<file path="config.mk">
export PLATFORM = sky130hd
export DESIGN_NAME = fast_square_tx_bb
export DESIGN_NICKNAME = d
export VERILOG_FILES = /design/src/rtl/fast_square_pkg.sv /design/src/rtl/fast_square_word_fifo.sv /design/src/rtl/fast_square_tx_bb.sv
export SDC_FILE = /design/constraint.sdc
export NUM_CORES = 1
export LEC_CHECK = 0
export CAP_MARGIN = 10
export CORE_ASPECT_RATIO = 0.8
export CORE_MARGIN = 1.5
export CORE_UTILIZATION = 53
export CTS_BUF_LIST = sky130_fd_sc_hd__clkbuf_8
export CTS_CLUSTER_SIZE = 24
export DETAILED_ROUTE_END_ITERATION = 12
export PLACE_DENSITY = 0.81
export SYNTH_ARGS = -nofsm -noshare
export SYNTH_HDL_FRONTEND = slang
export SYNTH_SLANG_ARGS = --single-unit
</file>
<file path="constraint.sdc">
create_clock -name clock -period 3.8 [get_ports clock]
set_clock_uncertainty 0.05 [all_clocks]
set_input_delay 0.95 -clock clock [delete_from_list [all_inputs] [get_ports clock]]
set_output_delay 0.95 -clock clock [all_outputs]
set_load 0.1 [all_outputs]
</file>
<file path="src/rtl/fast_square_pkg.sv">
// fast_square_pkg: shared constants, types and helpers for the fast-square
// baseband blocks.
//   MARKER_WORD       restart-marker preamble value on both I and Q
//   DEFAULT_AMPLITUDE default baseband magnitude for one bit
//   tx_state_t        transmit state encoding (IDLE, SYNC, RUN)
//   iq_word_t         one packed I/Q word as stored in the TX FIFO
package fast_square_pkg;

    localparam int unsigned WORD_W = 16;
    localparam logic [WORD_W-1:0] MARKER_WORD = 16'h8000;
    localparam logic signed [15:0] DEFAULT_AMPLITUDE = 16'sd8192;

    typedef enum logic [1:0] {
        IDLE = 2'd0,
        SYNC = 2'd1,
        RUN  = 2'd2
    } tx_state_t;

    typedef struct packed {
        logic [WORD_W-1:0] i;
        logic [WORD_W-1:0] q;
    } iq_word_t;

    // Map one bit to a signed NRZ level.
    function automatic logic signed [15:0] nrz_level(input logic b,
                                                     input logic signed [15:0] amp);
        return b ? amp : -amp;
    endfunction

    // Marker pair: both halves carry the preamble value.
    function automatic logic is_marker(input iq_word_t w);
        return (w.i == MARKER_WORD) && (w.q == MARKER_WORD);
    endfunction

endpackage

</file>
<file path="src/rtl/fast_square_word_fifo.sv">
// fast_square_word_fifo: synchronous single-clock word FIFO, no fall-through.
//   clock, reset  system clock, synchronous active-high reset
//   wr_en/wr_data write request (ignored while full)
//   rd_en/rd_data read request (ignored while empty); rd_data shows the head
//   full, empty   registered occupancy flags
module fast_square_word_fifo #(
    parameter int unsigned DEPTH = 4,
    parameter int unsigned WIDTH = 32
) (
    input  logic             clock,
    input  logic             reset,
    input  logic             wr_en,
    input  logic [WIDTH-1:0] wr_data,
    input  logic             rd_en,
    output logic [WIDTH-1:0] rd_data,
    output logic             full,
    output logic             empty
);

    localparam int unsigned PTR_W = $clog2(DEPTH);
    localparam int unsigned CNT_W = PTR_W + 1;

    logic [WIDTH-1:0] mem [DEPTH];
    logic [PTR_W-1:0] wr_ptr;
    logic [PTR_W-1:0] rd_ptr;
    logic [CNT_W-1:0] count;
    logic [CNT_W-1:0] count_next;
    logic             do_wr;
    logic             do_rd;

    // Full is judged on the registered flag, so a write at full is dropped
    // even if a read happens in the same cycle.
    assign do_wr   = wr_en && !full;
    assign do_rd   = rd_en && !empty;
    assign rd_data = mem[rd_ptr];

    // Occupancy after this cycle's transfers.
    always_comb begin
        count_next = count;
        if (do_wr && !do_rd) begin
            count_next = count + CNT_W'(1);
        end else if (!do_wr && do_rd) begin
            count_next = count - CNT_W'(1);
        end
    end

    // Pointers and flags.
    always_ff @(posedge clock) begin
        if (reset) begin
            wr_ptr <= '0;
            rd_ptr <= '0;
            count  <= '0;
            full   <= 1'b0;
            empty  <= 1'b1;
        end else begin
            if (do_wr) wr_ptr <= wr_ptr + PTR_W'(1);
            if (do_rd) rd_ptr <= rd_ptr + PTR_W'(1);
            count <= count_next;
            full  <= (count_next == CNT_W'(DEPTH));
            empty <= (count_next == '0);
        end
    end

    // Storage.
    always_ff @(posedge clock) begin
        if (do_wr) mem[wr_ptr] <= wr_data;
    end

endmodule

</file>
<file path="src/rtl/fast_square_tx_bb.sv">
// fast_square_tx_bb: fast-square transmit baseband. Buffers packed 1-bit I/Q
// words, waits for MIN_MARKERS consecutive 0x8000/0x8000 marker words, then
// serialises each data word MSB-first, one bit per clock, as +/-AMPLITUDE.
//   clock, reset        system clock, synchronous active-high reset
//   enable              transmit enable; low forces IDLE
//   data_in_strobe      write i_in/q_in into the word FIFO
//   i_in, q_in          packed I/Q bits (oldest bit in bit 15)
//   fifo_full           FIFO holds FIFO_DEPTH words
//   data_req            one-cycle pulse the cycle after each FIFO pop
//   i_out, q_out        signed baseband samples
//   tx_active           high while samples are being emitted (RUN)
//   underrun, overflow  sticky error flags, cleared by reset only
// Build option: FAST_SQUARE_TX_SHAPE_EN averages the current and previous bit
// (half amplitude each) so every bit transition passes through zero.
module fast_square_tx_bb
    import fast_square_pkg::*;
#(
    parameter logic signed [15:0] AMPLITUDE   = DEFAULT_AMPLITUDE,
    parameter int unsigned        MIN_MARKERS = 8,
    parameter int unsigned        FIFO_DEPTH  = 4
) (
    input  logic               clock,
    input  logic               reset,
    input  logic               enable,
    input  logic               data_in_strobe,
    input  logic [15:0]        i_in,
    input  logic [15:0]        q_in,
    output logic               fifo_full,
    output logic               data_req,
    output logic signed [15:0] i_out,
    output logic signed [15:0] q_out,
    output logic               tx_active,
    output logic               underrun,
    output logic               overflow
);

    localparam int unsigned PHASE_W = 4;
    localparam int unsigned MCNT_W  = $clog2(MIN_MARKERS + 1);
    localparam logic [MCNT_W-1:0] MCNT_MAX = MCNT_W'(MIN_MARKERS);

    tx_state_t          state;
    logic [PHASE_W-1:0] phase;
    logic [MCNT_W-1:0]  marker_cnt;
    logic [15:0]        i_sr;
    logic [15:0]        q_sr;

    logic [31:0]        fifo_rd;
    iq_word_t           fifo_word;
    logic               fifo_empty;
    logic               pop_c;
    logic               pop_marker_c;
    logic               load_c;
    logic               i_bit_c;
    logic               q_bit_c;
    logic signed [15:0] i_level_c;
    logic signed [15:0] q_level_c;

    fast_square_word_fifo #(
        .DEPTH (FIFO_DEPTH),
        .WIDTH (32)
    ) u_fifo (
        .clock   (clock),
        .reset   (reset),
        .wr_en   (data_in_strobe),
        .wr_data ({i_in, q_in}),
        .rd_en   (pop_c),
        .rd_data (fifo_rd),
        .full    (fifo_full),
        .empty   (fifo_empty)
    );

    assign fifo_word    = fifo_rd;
    assign pop_c        = enable && (phase == '0) && !fifo_empty;
    assign pop_marker_c = pop_c && is_marker(fifo_word);
    // A data word entering the shift registers (from SYNC or a RUN reload).
    assign load_c       = pop_c && !pop_marker_c && ((state == SYNC) || (state == RUN));

    // Bit to emit next cycle: the new word's MSB on a load, else the register MSB.
    assign i_bit_c = load_c ? fifo_word.i[15] : i_sr[15];
    assign q_bit_c = load_c ? fifo_word.q[15] : q_sr[15];

`ifdef FAST_SQUARE_TX_SHAPE_EN
    logic i_prev;
    logic q_prev;
    logic entering_c;

    // On entry to RUN there is no previous bit; treat it as equal to the current one.
    assign entering_c = (state == SYNC);
    assign i_level_c  = (nrz_level(i_bit_c, AMPLITUDE) >>> 1)
                      + (nrz_level(entering_c ? i_bit_c : i_prev, AMPLITUDE) >>> 1);
    assign q_level_c  = (nrz_level(q_bit_c, AMPLITUDE) >>> 1)
                      + (nrz_level(entering_c ? q_bit_c : q_prev, AMPLITUDE) >>> 1);

    // Last bit handed to the output stage.
    always_ff @(posedge clock) begin
        if (reset) begin
            i_prev <= 1'b0;
            q_prev <= 1'b0;
        end else begin
            i_prev <= i_bit_c;
            q_prev <= q_bit_c;
        end
    end
`else
    assign i_level_c = nrz_level(i_bit_c, AMPLITUDE);
    assign q_level_c = nrz_level(q_bit_c, AMPLITUDE);
`endif

    // Control FSM, phase counter, shift registers and registered outputs.
    always_ff @(posedge clock) begin
        if (reset) begin
            state      <= IDLE;
            phase      <= '0;
            marker_cnt <= '0;
            i_sr       <= '0;
            q_sr       <= '0;
            data_req   <= 1'b0;
            i_out      <= '0;
            q_out      <= '0;
            tx_active  <= 1'b0;
            underrun   <= 1'b0;
            overflow   <= 1'b0;
        end else begin
            data_req  <= pop_c;
            phase     <= enable ? phase + PHASE_W'(1) : '0;
            i_out     <= '0;
            q_out     <= '0;
            tx_active <= 1'b0;
            if (data_in_strobe && fifo_full) overflow <= 1'b1;

            if (!enable) begin
                state      <= IDLE;
                marker_cnt <= '0;
            end else begin
                case (state)
                    IDLE: begin
                        if (pop_marker_c) begin
                            marker_cnt <= marker_cnt + MCNT_W'(1);
                            if (marker_cnt + MCNT_W'(1) >= MCNT_MAX) state <= SYNC;
                        end else if (pop_c) begin
                            marker_cnt <= '0;
                        end
                    end
                    SYNC: begin
                        if (load_c) state <= RUN;
                    end
                    RUN: begin
                        if ((phase == '0) && fifo_empty) begin
                            underrun   <= 1'b1;
                            state      <= IDLE;
                            marker_cnt <= '0;
                        end else if (pop_marker_c) begin
                            state      <= SYNC;
                            marker_cnt <= MCNT_MAX;
                        end
                    end
                    default: begin
                        state      <= IDLE;
                        marker_cnt <= '0;
                    end
                endcase

                // Emit a sample on a load or on any non-boundary RUN cycle.
                if (load_c || ((state == RUN) && (phase != '0))) begin
                    i_out     <= i_level_c;
                    q_out     <= q_level_c;
                    tx_active <= 1'b1;
                    i_sr      <= load_c ? {fifo_word.i[14:0], 1'b0} : {i_sr[14:0], 1'b0};
                    q_sr      <= load_c ? {fifo_word.q[14:0], 1'b0} : {q_sr[14:0], 1'b0};
                end
            end
        end
    end

endmodule

</file>
==> impl_metrics.toml, run 1 <==
[clock_tree]
cts_tree = "built"
path_clk_slew_ps = 80
clock_path_buffers = 2
h-tree-depth = 4
post_cts_buffers = 0
cts_hold_repair.buffers = 0
root_buffer = "clkbuf_8"
cts_resized = 0
clk_latency_ps = 460
cts_sinks = 186
cts_made_buffers = 17

[place]
io_buffers = 46
place_congestion = 0.844
place_hpwl_um = 9240

[synthesis]
synth_ff_type = "edfxtp_1"
synth-edff-count = 128
async_flop_share_pct = 0
syn_area_um2 = 7570
ys_seq_elements = 186
synth_cell_types = 46
seq_area_frac_synth_pct = 66.1
yosysWarnings = 0
postSynthAreaPerCell_um2 = 14.3
synth_cells = 528

[hold_path]
holdCritStartpoint = "phase[0]"
whs_endpoint = "phase[0]"
hold_class = "register to register"
hold_depth = 1

[route]
final_antenna_net_count = 0
drc_errors = 0
wirelength_um = 14400
wl_per_cell_um = 18.7
first_pass_iters = 5
routed_via_density = 5.81
via_count = 4465
drt_iter0_markers = 438

[global_route]
grt_max_degree = 61
grt_pass1_vias = 4286
overflow = 0
grt_pass1_wl_um = 23000
antenna_found_initial = 0
gr-usage-all-layers_pct = 20.9

[setup_path]
reg2regPathDepth = 7
start_kind = "register"
cp.arrival_ps = 3660
cp_data_required_time_ps = 4110
endpoint_kind = "register"
reg2reg_to = "marker_cnt[1]"
critical_path_class = "register to register"
path_max_fanout = 9
r2r_slack_ps = 450

[final_layout]
layout-drive-gt1-share_pct = 14.1
ff_latch_area_um2 = 5010
area_growth_pct = 12.5
final.fill_count = 965
multi_input_comb_area_um2 = 2260
fin_nets = 626
antennaDiodeCount = 0

[floorplan]
core_um2 = 13700
start_util_pct = 55.1
die_x_um = 137
fp.dieArea_um2 = 15000
die_h_um = 110
rows = 38
boundaryPins = 73

[timing]
finalCriticalPeriod_ps = 3350
min_period_over_period_pct = 88.2
fin_tns_setup_ps = 0
hold_violations = 0
worst_pin_slew_ps = 982
rsz0062_at_grt = "false"
setup_viol = 0
maxSlewViolCount = 0
fin_hold_ws_ps = 419
clock.fmax_ghz = 0.298
relSlewSlack_pct = 34.3

[pwr]
vdd_ir_drop_max_mv = 0.348
leakagePower_nw = 2.79
powerDensity_nw_per_um2 = 501

[outcome]
status = "finished, final reports clean"

[job]
cap_violations = 0
[final cells by class]
cell class	count	area share (%)
Clock inverter	13	1.69
Tap cell	180	2.64
Sequential cell	186	58.8
Clock buffer	17	2.75
Multi-Input combinational cell	295	26.5
Timing Repair Buffer	60	6.93
Inverter	17	0.749
[state kept, by name (all words and copies together), names as in the netlist, 2 cells and up, named ones only]
signal,count
q_sr,15
i_out,2
u_fifo.rd_ptr,2
u_fifo.wr_ptr,2
phase,4
u_fifo.mem,128
state,2
i_sr,15
marker_cnt,4
u_fifo.count,3
[synthesized netlist by cell type (2+ instances only)]
library cell / n / share of area, %
edfxtp_1: 128 / 51
nand2_1: 63 / 3.1
dfxtp_1: 58 / 15
nor2_1: 49 / 2.4
buf_4: 33 / 3.3
mux4_2: 32 / 9.5
a311oi_1: 30 / 3.5
inv_1: 17 / 0.84
clkbuf_1: 15 / 0.74
ha_1: 13 / 2.1
and2_1: 10 / 0.83
nor4_1: 7 / 0.58
nand3_1: 6 / 0.40
xnor2_1: 6 / 0.69
a21oi_1: 5 / 0.33
o21ai_0: 5 / 0.33
buf_1: 4 / 0.20
nor3_1: 4 / 0.26
mux2i_1: 3 / 0.40
nand2b_1: 3 / 0.25
a31oi_1: 2 / 0.17
and4_1: 2 / 0.23
buf_2: 2 / 0.13
nand4_1: 2 / 0.17
nor2b_1: 2 / 0.17
nor4b_1: 2 / 0.23
o211ai_1: 2 / 0.20
o21ba_2: 2 / 0.26
o22a_1: 2 / 0.23
o31ai_1: 2 / 0.20
xor2_1: 2 / 0.23
[through the flow]
stage	std cells	power [W]	worst slack [ps]	util (%)	cell area, um2
after floorplan	553	0.00286	1040	-	7660
after global placement	738	0.00301	673	59.3	8140
after detailed placement	738	0.00304	620	59.3	8140
after CTS	768	0.00430	584	62.0	8520
after global routing	768	0.00445	320	62.0	8520
final	768	0.00427	448	62.0	8520
[layer usage]
layer  up-vias  global-route usage (%)  wire (um)
met5         -                       0          0
met4         0                    5.70        246
met3        24                    5.30        983
met2       202                    33.4       6810
met1      2229                    28.9       6340
li1       2010                       -          -
[worst max-delay path by stage]
| stage | start | end | slack [ps] | cells past startpoint |
|---|---|---|---|---|
| CTS | register | i_sr[14] | 580 | 8 |
| detailed placement | register | i_sr[8] | 620 | 8 |
| global route | register | marker_cnt[1] | 320 | 7 |
| floorplan | register | i_sr[1] | 1040 | 9 |
| global placement | enable | marker_cnt[1] | 670 | 6 |
| finish | register | marker_cnt[1] | 450 | 7 |
[where the power goes]
group	internal (W)	leakage (nW)	switching, W
Sequential	0.00229	1.64	0.0000456
Combinational	0.000245	0.963	0.000416
Clock	0.000584	0.187	0.000690
[worst max-delay path, cell delays in order, from the launching register on]
cell and delay [ps]:
dfxtp_2 360, buf_4 240, mux4_2 560, nor4_1 550, nand4_1 300, nor4_1 740, nand3_1 210, o32ai_1 260
[logic make-up (layout without fill, tap and decap cells)]
| family | count (synthesis) | in the layout | share of synthesized area [%] |
|---|---|---|---|
| compound gates | 58 | 58 | 6.36 |
| xor+xnor | 8 | 8 | 0.926 |
| fa+ha+maj | 13 | 13 | 2.15 |
| buf+inv | 72 | 107 | 5.34 |
| flops | 186 | 186 | 66.1 |
| mux | 35 | 35 | 9.92 |
| other cells | 1 | 26 | 0.0495 |
| simple gates | 155 | 155 | 9.16 |
[cells in the final DEF (no fill, tap or decap), types with 6 or more instances in the layout]
cell type        synthesis  routed
dfxtp_1                 58      57
buf_4                   33      12
and2_1                  10      10
edfxtp_1               128     128
nand3_1                  6       6
nand2_1                 63      63
xnor2_1                  6       6
nor2_1                  49      49
clkbuf_8                 0      17
mux4_2                  32      32
inv_1                   17      18
nor4_1                   7       7
conb_1                   1      26
clkdlybuf4s50_1          0      46
ha_1                    13      13
a311oi_1                30      30
Power figures use the tool's default switching activity.
==> run 2: changes to the inputs <==
--- a/config.mk
+++ b/config.mk
@@ -7,7 +7,7 @@
 export LEC_CHECK = 0
 export CAP_MARGIN = 10
 export CORE_ASPECT_RATIO = 0.8
-export CORE_MARGIN = 1.5
+export CORE_MARGIN = 3
 export CORE_UTILIZATION = 53
 export CTS_BUF_LIST = sky130_fd_sc_hd__clkbuf_8
 export CTS_CLUSTER_SIZE = 24
==> impl_metrics.toml, run 2 (synthesis gave the netlist of run 1 again) <==
[outcome]
status = "finished, final reports clean"

[floorplan]
fp.dieArea_um2 = 15800
die_x_um = 140
rows = 38
start_util_pct = 54.9
core_um2 = 13800
die_h_um = 113
boundaryPins = 73

[place]
dpl.cell_count = 735
place_congestion = 0.842
dp_slack_ps = 536
place_hpwl_um = 9020
io_buffers = 46

[setup_path]
endpoint_kind = "register"
cp.arrival_ps = 3680
reg2regPathDepth = 8
critical_path_class = "register to register"
path_max_fanout = 60
start_kind = "register"
cp_data_required_time_ps = 4090

[timing]
maxSlewViolCount = 0
relSlewSlack_pct = 35.4
rsz0062_at_grt = "false"
fin_hold_ws_ps = 429
finalCriticalPeriod_ps = 3380
clock.fmax_ghz = 0.295
layout_setup_ws_ps = 416
hold_violations = 0
worst_pin_slew_ps = 966
min_period_over_period_pct = 89.1
fin_tns_setup_ps = 0
setup_viol = 0

[global_route]
grt_pass1_vias = 4425
grt_pass1_wl_um = 23200
overflow = 0
gr-usage-all-layers_pct = 19.3
antenna_found_initial = 0
grt_max_degree = 61

[clock_tree]
clock_path_buffers = 2
post_cts_buffers = 0
clk_latency_ps = 470
cts_tree = "built"
cts_hold_repair.buffers = 0
cts_resized = 0
h-tree-depth = 4
path_clk_slew_ps = 90
root_buffer = "clkbuf_8"
cts_made_buffers = 17
cts_sinks = 186

[pwr]
p_int_w = 0.00308
power_frac_clock_pct = 30.7
power_frac_comb_pct = 15.1
leakagePower_nw = 2.79
power_w = 0.00429
seqPwrFrac_pct = 54.2
switching_share_pct = 28.3
vdd_ir_drop_max_mv = 0.265
powerDensity_nw_per_um2 = 503
p_sw_w = 0.00121

[hold_path]
hold_depth = 1
hold_class = "register to register"

[route]
final_antenna_net_count = 0
drc_errors = 0
first_pass_iters = 5
wl_per_cell_um = 18.8
via_count = 4440
wirelength_um = 14400
routed_via_density = 5.79
drt_iter0_markers = 507

[final_layout]
layout-drive-gt1-share_pct = 14.0
largest_register_ffs = 128
fin_nets = 623
top_regs = "u_fifo.mem: 128 flops, i_sr: 15 flops, q_sr: 15 flops"
layoutNonFillerInstCount = 767
final_common_cell = "edfxtp_1"
most-common-layout-cells = "edfxtp_1, nand2_1, dfxtp_1, nor2_1, clkdlybuf4s50_1"
final.fill_count = 978
top_register = "u_fifo.mem"
area_growth_pct = 12.8
antennaDiodeCount = 0

[job]
cap_violations = 0
run 2: power groups by stage:
stage / registers, W / logic, W / clock network, W
2_1_floorplan: 0.00238 / 0.000482 / 0
3_3_place_gp: 0.00237 / 0.000640 / 0
3_5_place_dp: 0.00238 / 0.000653 / 0
4_1_cts: 0.00233 / 0.000656 / 0.00135
5_1_grt: 0.00234 / 0.000697 / 0.00144
6_report: 0.00233 / 0.000647 / 0.00132
run 2: final cells by class:
class / instances / area [um2] / share of cell area [%]
clock buffer: 17 / 234 / 2.74
clock inverter: 15 / 175 / 2.05
inverter: 17 / 63.8 / 0.747
multi-input combinational: 295 / 2260 / 26.4
sequential: 186 / 5010 / 58.6
tap: 180 / 225 / 2.64
timing repair buffer: 57 / 581 / 6.80
run 2: layer usage:
layer / share of wire [%] / vias to the layer above / wire [um] / GRT usage, %
li1: - / 2014 / - / -
met1: 40 / 2169 / 5830 / 25.2
met2: 49 / 235 / 7080 / 31.2
met3: 9.3 / 22 / 1340 / 6.13
met4: 1.2 / 0 / 175 / 6.20
met5: 0 / - / 0 / 0
run 2: final timing paths:
kind                   end      from  slack (ps)
hold reg to reg   phase[0]  phase[0]         430
hold / removal    phase[0]  phase[0]         430
setup / recovery   i_sr[6]  register         420
setup reg to reg   i_sr[6]  register         420
run 2: worst max-delay path, cell delays in order, from the launching register on:
cell and delay (ps):
dfxtp_2 350, buf_12 250, mux4_2 600, nor4_1 540
nand4_1 280, o311ai_4 410, buf_12 310, nor2_1 90
a311oi_1 350
run 2: stage by stage:
step / area (um2) / util, %
after CTS: 8540 / 61.9
after floorplan: 7660 / -
after detailed placement: 8130 / 59.0
final: 8540 / 61.9
after global placement: 8130 / 59.0
after global routing: 8540 / 61.9
==> run 3: changes to the inputs <==
--- a/config.mk
+++ b/config.mk
@@ -13,6 +13,7 @@
 export CTS_CLUSTER_SIZE = 24
 export DETAILED_ROUTE_END_ITERATION = 12
 export PLACE_DENSITY = 0.81
+export REMOVE_ABC_BUFFERS = 1
 export SYNTH_ARGS = -nofsm -noshare
 export SYNTH_HDL_FRONTEND = slang
 export SYNTH_SLANG_ARGS = --single-unit
==> constraint.sdc (replaced) <==
create_clock -name clock -period 3.8 [get_ports clock]
set_clock_uncertainty 0.05 [all_clocks]
set_input_delay 0.95 -clock clock [delete_from_list [all_inputs] [get_ports clock]]
set_output_delay 0.95 -clock clock [all_outputs]
set_load 0.01 [all_outputs]
==> impl_metrics.toml, run 3 (synthesis gave the netlist of run 1 again) <==
[final_layout]
layoutNonFillerInstCount = 770
top_register = "u_fifo.mem"
fin_nets = 626
area_growth_pct = 12.6
layout-drive-gt1-share_pct = 14.4
antennaDiodeCount = 0
final_common_cell = "edfxtp_1"
largest_register_ffs = 128
top_regs = "u_fifo.mem: 128 flops, i_sr: 15 flops, q_sr: 15 flops"
most-common-layout-cells = "edfxtp_1, nand2_1, dfxtp_1, nor2_1, clkdlybuf4s50_1"

[timing]
rsz0062_at_grt = "false"
relSlewSlack_pct = 57.3
hold_violations = 0
layout_setup_ws_ps = 313
min_period_over_period_pct = 91.8
setup_viol = 0
maxSlewViolCount = 0
fin_hold_ws_ps = 429
worst_pin_slew_ps = 632
clock.fmax_ghz = 0.287
finalCriticalPeriod_ps = 3490

[clock_tree]
cts_hold_repair.buffers = 0
path_clk_slew_ps = 100
h-tree-depth = 4
cts_tree = "built"
clock_path_buffers = 2
clk_latency_ps = 470
root_buffer = "clkbuf_8"
post_cts_buffers = 0
cts_sinks = 186
cts_made_buffers = 17
cts_resized = 0

[pwr]
switching_share_pct = 26.6
power_frac_clock_pct = 30.5
power_frac_comb_pct = 12.7
vdd_ir_drop_max_mv = 0.249
leakagePower_nw = 2.81
power_w = 0.00412
p_int_w = 0.00302
p_sw_w = 0.00110
powerDensity_nw_per_um2 = 483
seqPwrFrac_pct = 56.7

[outcome]
status = "finished, final reports clean"

[global_route]
gr-usage-all-layers_pct = 18.9
overflow = 0
antenna_found_initial = 0
grt_pass1_vias = 4448
grt_pass1_wl_um = 23100
grt_max_degree = 61

[hold_path]
hold_class = "register to register"
holdCritStartpoint = "phase[0]"

[place]
io_buffers = 46
place_congestion = 0.808
dpl.cell_count = 738
place_hpwl_um = 9120
dp_slack_ps = 415

[route]
wl_per_cell_um = 18.7
wirelength_um = 14400
final_antenna_net_count = 0
routed_via_density = 5.75
drc_errors = 0
via_count = 4427
drt_iter0_markers = 434
first_pass_iters = 6

[setup_path]
critical_path_class = "register to register"
path_max_fanout = 60
cp_data_required_time_ps = 4110
crit_end = "i_sr[6]"
r2r_slack_ps = 310
endpoint_kind = "register"
start_kind = "register"
cp.arrival_ps = 3800
reg2reg_to = "i_sr[6]"
reg2regPathDepth = 8

[floorplan]
rows = 38
fp.dieArea_um2 = 15800
boundaryPins = 73
die_x_um = 140
start_util_pct = 54.9
die_h_um = 113
core_um2 = 13800

[job]
cap_violations = 0
-- run 3: worst min-delay path by stage --
stage / end / slack, ps / cells after the start
after floorplan: phase[0] / 380 / 1
after global placement: phase[0] / 390 / 1
after detailed placement: phase[0] / 410 / 1
after CTS: phase[0] / 440 / 1
after global routing: phase[0] / 450 / 1
final: phase[0] / 430 / 1
-- run 3: layout make-up --
cell class                      instances  area [um2]
Fill cell                            1000        5260
Sequential cell                       186        5010
Multi-Input combinational cell        295        2260
Timing Repair Buffer                   60         591
Clock buffer                           17         234
Tap cell                              180         225
Clock inverter                         15         151
Inverter                               17        63.8
-- run 3: per-layer routing --
layer  vias up  share of wire (%)  GRT usage [%]
met4         0                1.8           7.10
met2       188                 48           30.2
met5         -                  0              0
met1      2199                 43           25.4
met3        24                7.5           4.94
li1       2016                  -              -
-- run 3: per-stage QoR --
step | area (um2) | setup TNS, ps | util (%)
global route | 8530 | 0 | 61.8
CTS | 8530 | 0 | 61.8
finish | 8530 | 0 | 61.8
detailed placement | 8140 | 0 | 59.0
floorplan | 7320 | -22460 | -
global placement | 8140 | 0 | 59.0
-- run 3: critical path, cell delays in order (launching register included) --
cell and delay, ps:
dfxtp_2 480, buf_12 230, mux4_2 570, nor4b_1 610, nand4_1 280, o311ai_4 440
buf_12 310, nor2_1 100, a311oi_1 300
-- run 3: power groups by stage --
stage	clock network (W)	registers, W	logic [W]
2_1_floorplan	0	0.00240	0.000310
3_3_place_gp	0	0.00237	0.000512
3_5_place_dp	0	0.00238	0.000527
4_1_cts	0.00128	0.00234	0.000531
5_1_grt	0.00135	0.00235	0.000573
6_report	0.00126	0.00234	0.000523
